`config.mk`:
```
export PLATFORM = sky130hd
export DESIGN_NAME = cache_arbiter
export DESIGN_NICKNAME = d
export VERILOG_FILES = /design/src/rtl/cache_arbiter_pkg.sv /design/src/rtl/cache_arbiter_rr_pick.sv /design/src/rtl/cache_arbiter.sv
export SDC_FILE = /design/constraint.sdc
export NUM_CORES = 1
export LEC_CHECK = 0
export CAP_MARGIN = 20
export CORE_AREA = 2 2 544 546
export CTS_CLUSTER_SIZE = 12
export DETAILED_ROUTE_END_ITERATION = 7
export DIE_AREA = 0 0 546 548
export GPL_TIMING_DRIVEN = 0
export SYNTH_ARGS = -nofsm -noshare
export SYNTH_HDL_FRONTEND = slang
export SYNTH_HIERARCHICAL = 1
export SYNTH_SLANG_ARGS = --single-unit
```
`constraint.sdc`:
```
create_clock -name clk -period 48.4 [get_ports clk]
set_input_delay 14.52 -clock clk [delete_from_list [all_inputs] [get_ports clk]]
set_output_delay 14.52 -clock clk [all_outputs]
set_load 0.005 [all_outputs]
```
`src/rtl/cache_arbiter_pkg.sv`:
```
// Shared types for the I/D cache to physical-memory arbiter.
package arbiter_types;

   typedef enum logic [1:0] {
      IDLE    = 2'd0,
      SERVE_I = 2'd1,
      SERVE_D = 2'd2,
      DONE    = 2'd3
   } arb_state_t;

   typedef enum logic {
      PORT_I = 1'b0,
      PORT_D = 1'b1
   } arb_port_t;

   typedef enum logic {
      OP_READ  = 1'b0,
      OP_WRITE = 1'b1
   } arb_op_t;

endpackage

```
`src/rtl/cache_arbiter_rr_pick.sv`:
```
// Round-robin choice between the two cache ports; a tie goes to the port not granted last.
module arb_rr_pick
   import arbiter_types::*;
(
   input  logic      i_req,
   input  logic      d_req,
   input  arb_port_t last_grant,
   output logic      grant_valid,
   output arb_port_t grant_port
);

   always_comb begin
      grant_valid = i_req | d_req;
      grant_port  = PORT_I;
      if (i_req && d_req) begin
         grant_port = (last_grant == PORT_I) ? PORT_D : PORT_I;
      end else if (d_req) begin
         grant_port = PORT_D;
      end
   end

endmodule

```
`src/rtl/cache_arbiter.sv`:
```
// Arbitrates the single physical-memory port between I-cache and D-cache, one whole line at a time.
module cache_arbiter
   import arbiter_types::*;
#(
   parameter int LINE_WIDTH = 256,
   parameter int ADDR_WIDTH = 32
) (
   input  logic                  clk,
   input  logic                  rst,
   input  logic                  icache_read,
   input  logic [ADDR_WIDTH-1:0] icache_address,
   output logic [LINE_WIDTH-1:0] icache_rdata,
   output logic                  icache_resp,
   input  logic                  dcache_read,
   input  logic                  dcache_write,
   input  logic [ADDR_WIDTH-1:0] dcache_address,
   input  logic [LINE_WIDTH-1:0] dcache_wdata,
   output logic [LINE_WIDTH-1:0] dcache_rdata,
   output logic                  dcache_resp,
   output logic                  pmem_read,
   output logic                  pmem_write,
   output logic [ADDR_WIDTH-1:0] pmem_address,
   output logic [LINE_WIDTH-1:0] pmem_wdata,
   input  logic [LINE_WIDTH-1:0] pmem_rdata,
   input  logic                  pmem_resp
);

   arb_state_t            state, state_next;
   arb_port_t             last_grant;
   arb_op_t               req_op;
   logic [ADDR_WIDTH-1:0] req_addr;
   logic [LINE_WIDTH-1:0] req_wdata;
   logic [LINE_WIDTH-1:0] i_rdata_q, d_rdata_q;
   logic                  grant_valid;
   arb_port_t             grant_port;
   logic                  serving;

   arb_rr_pick u_pick (
      .i_req       (icache_read),
      .d_req       (dcache_read | dcache_write),
      .last_grant  (last_grant),
      .grant_valid (grant_valid),
      .grant_port  (grant_port)
   );

   always_ff @(posedge clk or posedge rst) begin
      if (rst) begin
         state <= IDLE;
      end else begin
         state <= state_next;
      end
   end

   always_comb begin
      state_next = state;
      case (state)
         IDLE: begin
            if (grant_valid) begin
               state_next = (grant_port == PORT_D) ? SERVE_D : SERVE_I;
            end
         end
         SERVE_I, SERVE_D: begin
            if (pmem_resp) begin
               state_next = DONE;
            end
         end
         DONE:    state_next = IDLE;
         default: state_next = IDLE;
      endcase
   end

   // Request is captured once at grant so the cache may change its inputs while being served.
   always_ff @(posedge clk or posedge rst) begin
      if (rst) begin
         last_grant <= PORT_I;
         req_op     <= OP_READ;
         req_addr   <= '0;
         req_wdata  <= '0;
         i_rdata_q  <= '0;
         d_rdata_q  <= '0;
      end else begin
         if (state == IDLE && grant_valid) begin
            last_grant <= grant_port;
            if (grant_port == PORT_I) begin
               req_addr  <= icache_address;
               req_op    <= OP_READ;
               req_wdata <= '0;
            end else begin
               req_addr  <= dcache_address;
               req_op    <= dcache_write ? OP_WRITE : OP_READ;
               req_wdata <= dcache_wdata;
            end
         end
         if (icache_resp) begin
            i_rdata_q <= pmem_rdata;
         end
         if (dcache_resp && req_op == OP_READ) begin
            d_rdata_q <= pmem_rdata;
         end
      end
   end

   assign serving      = (state == SERVE_I) || (state == SERVE_D);
   assign pmem_read    = serving && (req_op == OP_READ);
   assign pmem_write   = serving && (req_op == OP_WRITE);
   assign pmem_address = req_addr;
   assign pmem_wdata   = req_wdata;
   assign icache_resp  = (state == SERVE_I) && pmem_resp;
   assign dcache_resp  = (state == SERVE_D) && pmem_resp;
   assign icache_rdata = icache_resp ? pmem_rdata : i_rdata_q;
   assign dcache_rdata = (dcache_resp && req_op == OP_READ) ? pmem_rdata : d_rdata_q;

endmodule

```
# Word-level counts from Yosys, hierarchy flattened
# Cells that the tools add are included.
# word_totals
in_bits,582
reg_bits,804
out_inout_bits,804
wordCells,39
# classes
n_eq_ne,5
reduce_logical,11
mux,13
bitwise_logic,3
# ops
op,n
256-bit 2-to-1 mux,3
32-bit 2-to-1 mux,1
1-bit logical AND,7
2-bit 2-to-1 mux,3
2-bit case mux with 3 select lines,1
1-bit 2-to-1 mux,5
2-bit == test (second input constant),2
2-bit inequality test (second input constant),2
2-bit by 1-bit == test with 1-bit output (second input constant),1
2-bit logical NOT,1
1-bit OR,2
2-bit AND reduction,1
2-bit OR reduction,1
1-bit logical OR,1
1-bit inverter,1

# Logic depth before layout (Yosys ltp)
# depth
depth_word,6
depth_mapped,9
depth_no_buf,5

# Modules after synthesis
# Netlist, hierarchy kept.
# modules_own_cells
module,area_per_inst_um2,instances,seq_area_each_um2,cells_each
cache_arbiter,31824.3,1,20119.3,2360
arb_rr_pick,13.8,1,0.0,2

# Worst setup path after synthesis
# No wires, ideal clock.
# synth_timing
kind,input port to output port
from,input port pmem_resp
to,output port dcache_rdata[215]
n_path_buf,3
stages,6
required_time_ns,33.880
arrival_time_ns,15.477
path_slack_ns,18.403
cell_sequence,and2_4 -> nand2b_1 -> buf_6 -> buf_6 -> buf_6 -> mux2_4
# synth_via
elab_chain_cells,3
# synth_lines
item,line,source
"start, declared",cache_arbiter.sv:25,input logic pmem_resp
1-bit logical AND,cache_arbiter.sv:109,assign dcache_resp = (state == SERVE_D) && pmem_resp;
1-bit logical AND,cache_arbiter.sv:111,assign dcache_rdata = (dcache_resp && req_op == OP_READ) ? pmem_rdata : d_rdata_q;
256-bit 2-to-1 mux,--,
"end, declared",cache_arbiter.sv:18,"output logic [LINE_WIDTH-1:0] dcache_rdata,"
# No other way between the ends.

# Final worst setup path
# layout_timing
from,input port pmem_resp
to,output port icache_rdata[93]
# layout_via
elab_chain_cells,2
# layout_lines
item,line,source
1-bit logical AND,cache_arbiter.sv:108,assign icache_resp = (state == SERVE_I) && pmem_resp;
256-bit 2-to-1 mux,--,
"end, declared",cache_arbiter.sv:12,"output logic [LINE_WIDTH-1:0] icache_rdata,"
# No other way between the ends.

==> results.ini <==
[sta]
setup_tns_final_ns = 0
achievable-frequency_mhz = 31.0
timing.max_slew.rel_slack = 0.313
fin_worst_skew_ns = 0.0436
fin_worst_hold_slack_ns = 0.480
worstMarginPinSlew_ns = 1.03
post-route-min-period_ns = 32.31
layout_setup_ws_ns = 16.09
layout_worst_path_cycle_share = 0.668
total_setup_violations_reported_at_the_end_of_the_flow = 0
final_max_slew_viol_count = 0
hold_violations = 0
rsz_0062_raised_after_global_routing = false

[route]
via_total_after_detailed_routing = 26065
route.detailed.drc = 0
drt-initial-drc-count = 1508
wl_per_cell_um = 26.8
antenna_violating_nets_post_route = 0
final_wirelength_um = 212000
via_per_inst = 3.30
drt_pass1_iterations = 5

[die]
initial_core_utilization = 0.109
floorplan.die.height_um = 548
top_level_ports = 1386
core_footprint_mm2 = 0.293
die_width_um = 546
floorplan.rows = 199
dieArea_mm2 = 0.299

[worst_setup_path]
worst-path-max-fanout = 10
cp_top_family = buffers and inverters
cp_data_required_time_ns = 33.88
timing.critical_path.cells = clkdlybuf4s50_1 > nand2_1 > clkbuf_1 > buf_2 > mux2_2 > clkdlybuf4s50_1
critPathCaptureType = output port
worstPathArrival_ns = 17.79
timing.critical_path.slowest_stage_cell = sky130_fd_sc_hd__clkbuf_1
critPathLaunchType = input pin
cp_num_buf_inv = 4
timing_worst_setup_path_type = input pin to output port
cpPeakStageDelay_ns = 0.76
critical_path.most_common_cell = sky130_fd_sc_hd__clkdlybuf4s50_1

[placed_design]
dpl-instance-area_mm2 = 0.0509
hpwlAfterDp_um = 181000
place.gp.congestion = 0.970
dp_worst_setup_slack_ns = 15.78
io_buffer_count = 1385
placedCellCount = 7676

[cts]
cts_buffers = 101
clk_pin_slew_worst_paths_ns = 0.05
clock_latency_ns = 0.83
cts-root-buf = sky130_fd_sc_hd__clkbuf_16
post_cts_resize_count = 0
cts.sink_count = 804
cts_max_level = 3
postCtsSetupRepairBufs = 0
cts_hold_repair.buffers = 0
clk_path_buf_depth = 4
cts_tree = yes

[worst_hold_path]
class_of_the_most_critical_hold_timing_path = register to register

[yosys]
synthDistinctLibCells = 21
yosys_synthesis_warning_count = 6
postSynthRegisterBits = 804
post_synth_main_area_contributors = sky130_fd_sc_hd__dfrtp_1, sky130_fd_sc_hd__mux2_4, sky130_fd_sc_hd__mux2_2
yosys.area.top_type = sky130_fd_sc_hd__dfrtp_1
postSynthNetCount = 2948
syn_area_per_cell_um2 = 13.5
synth_largest_type_area_fraction = 0.632
synth-seq-area-share = 0.632
synth.cell_area_mm2 = 0.0318
postSynthCellCount = 2362

[global_route]
grt_max_degree = 121
number_of_antenna_violations_at_the_first_check_in_global_routing = 171
gr-usage-all-layers = 0.136
grt_remaining_overflow = 0
first_global_vias = 27255
grt_pass1_wl_um = 273000

[cells_and_area]
layout.core_utilization = 0.185
final_cell_area_mm2 = 0.0543
finish.cell_count_without_fillers = 7904
most-common-layout-cells = sky130_fd_sc_hd__clkdlybuf4s50_1, sky130_fd_sc_hd__dfrtp_1, sky130_fd_sc_hd__nand2_1
final_common_cell = sky130_fd_sc_hd__clkdlybuf4s50_1
final_layout_size_suffix_gt1_frac = 0.199
area_growth_pct = 70.7
final_net_count = 4446

[run_status]
run_status = finished, final reports clean

[power_and_ir_drop]
p_per_area_mw_per_mm2 = 70.8
power.leakage_nw = 22.8
post-layout-total-power_mw = 3.85
ir_drop_uv = 49.2

[flow_run]
timing.max_cap.violations = 0

==> path summary, 6_finish.rpt <==
| check | start | endpoint | slack [ns] | cells past startpoint |
|---|---|---|---|---|
| min in group asynchronous | rst | pmem_wdata[183] | 14.23 | 2 |
| setup / recovery | pmem_resp | icache_rdata[93] | 16.09 | 6 |
| hold reg to reg | pmem_address[20] | pmem_address[20] | 0.48 | 2 |
| hold / removal | pmem_address[20] | pmem_address[20] | 0.48 | 2 |
| setup reg to reg | state[1] | i_rdata_q[99] | 45.41 | 6 |
| max in group asynchronous | rst | i_rdata_q[142] | 31.41 | 6 |
==> kinds of logic after synthesis <==
logic type / synth area share
flip-flops: 0.632
AND/OR/NAND/NOR: 0.0659
multiplexers: 0.220
AO/OA/AOI/OAI: 0.0463
buffers and inverters: 0.0339
adder cells (fa/ha/maj): 0.00157
==> synth_stat cells <==
library cell / count
sky130_fd_sc_hd__a21boi_1: 1
sky130_fd_sc_hd__and2_1: 1
sky130_fd_sc_hd__and2_4: 1
sky130_fd_sc_hd__buf_12: 22
sky130_fd_sc_hd__buf_2: 64
sky130_fd_sc_hd__buf_6: 6
sky130_fd_sc_hd__clkbuf_1: 61
sky130_fd_sc_hd__dfrtp_1: 804
sky130_fd_sc_hd__ha_1: 4
sky130_fd_sc_hd__inv_1: 6
sky130_fd_sc_hd__mux2_2: 273
sky130_fd_sc_hd__mux2_4: 240
sky130_fd_sc_hd__mux2i_1: 34
sky130_fd_sc_hd__nand2_1: 549
sky130_fd_sc_hd__nand2b_1: 1
sky130_fd_sc_hd__nor2_1: 1
sky130_fd_sc_hd__o21a_1: 1
sky130_fd_sc_hd__o21ai_0: 290
sky130_fd_sc_hd__o22ai_1: 1
sky130_fd_sc_hd__or2_1: 1
sky130_fd_sc_hd__or2_2: 1
==> where the power goes <==
part           switching [mW]  internal (mW)  leakage [nW]
logic                   0.856           1.05          11.3
registers               0.143           1.02          9.83
clock network           0.319          0.461          1.66
total                    1.32           2.53          22.8
==> registers in the layout, indices dropped and copies added, names as in the netlist <==
| name | cells |
|---|---|
| pmem_address | 32 |
| state | 2 |
| d_rdata_q | 256 |
| pmem_wdata | 256 |
| i_rdata_q | 256 |
| req_op | 1 |
| last_grant | 1 |
==> final cells by class <==
| type | instances | area [um2] |
|---|---|---|
| clock inverters | 33 | 400 |
| clock buffers | 143 | 2960 |
| multi-input cells | 1399 | 10600 |
| inverters | 6 | 30.0 |
| plain buffers | 153 | 1060 |
| repair buffers | 1395 | 14100 |
| flip-flops and latches | 804 | 20100 |
| diodes | 52 | 130 |
| well taps | 3919 | 4900 |
| fillers | 32052 | 239000 |
==> layer usage <==
| metal | vias to the layer above | track usage | part of all wire |
|---|---|---|---|
| li1 | 11013 | - | - |
| met1 | 12967 | 0.134 | 0.34 |
| met2 | 1528 | 0.238 | 0.49 |
| met3 | 453 | 0.0710 | 0.12 |
| met4 | 104 | 0.0588 | 0.048 |
| met5 | - | 0 | 0.0032 |
==> worst reg2reg max path: cells and delay by family (launching register included) <==
family,cells,cell delay [ns]
simple gates,1,0.41
fa+ha+maj,1,0.19
flops,1,0.35
mux,1,0.45
buf+inv,3,1.42
(Power assumes the default switching activity.)
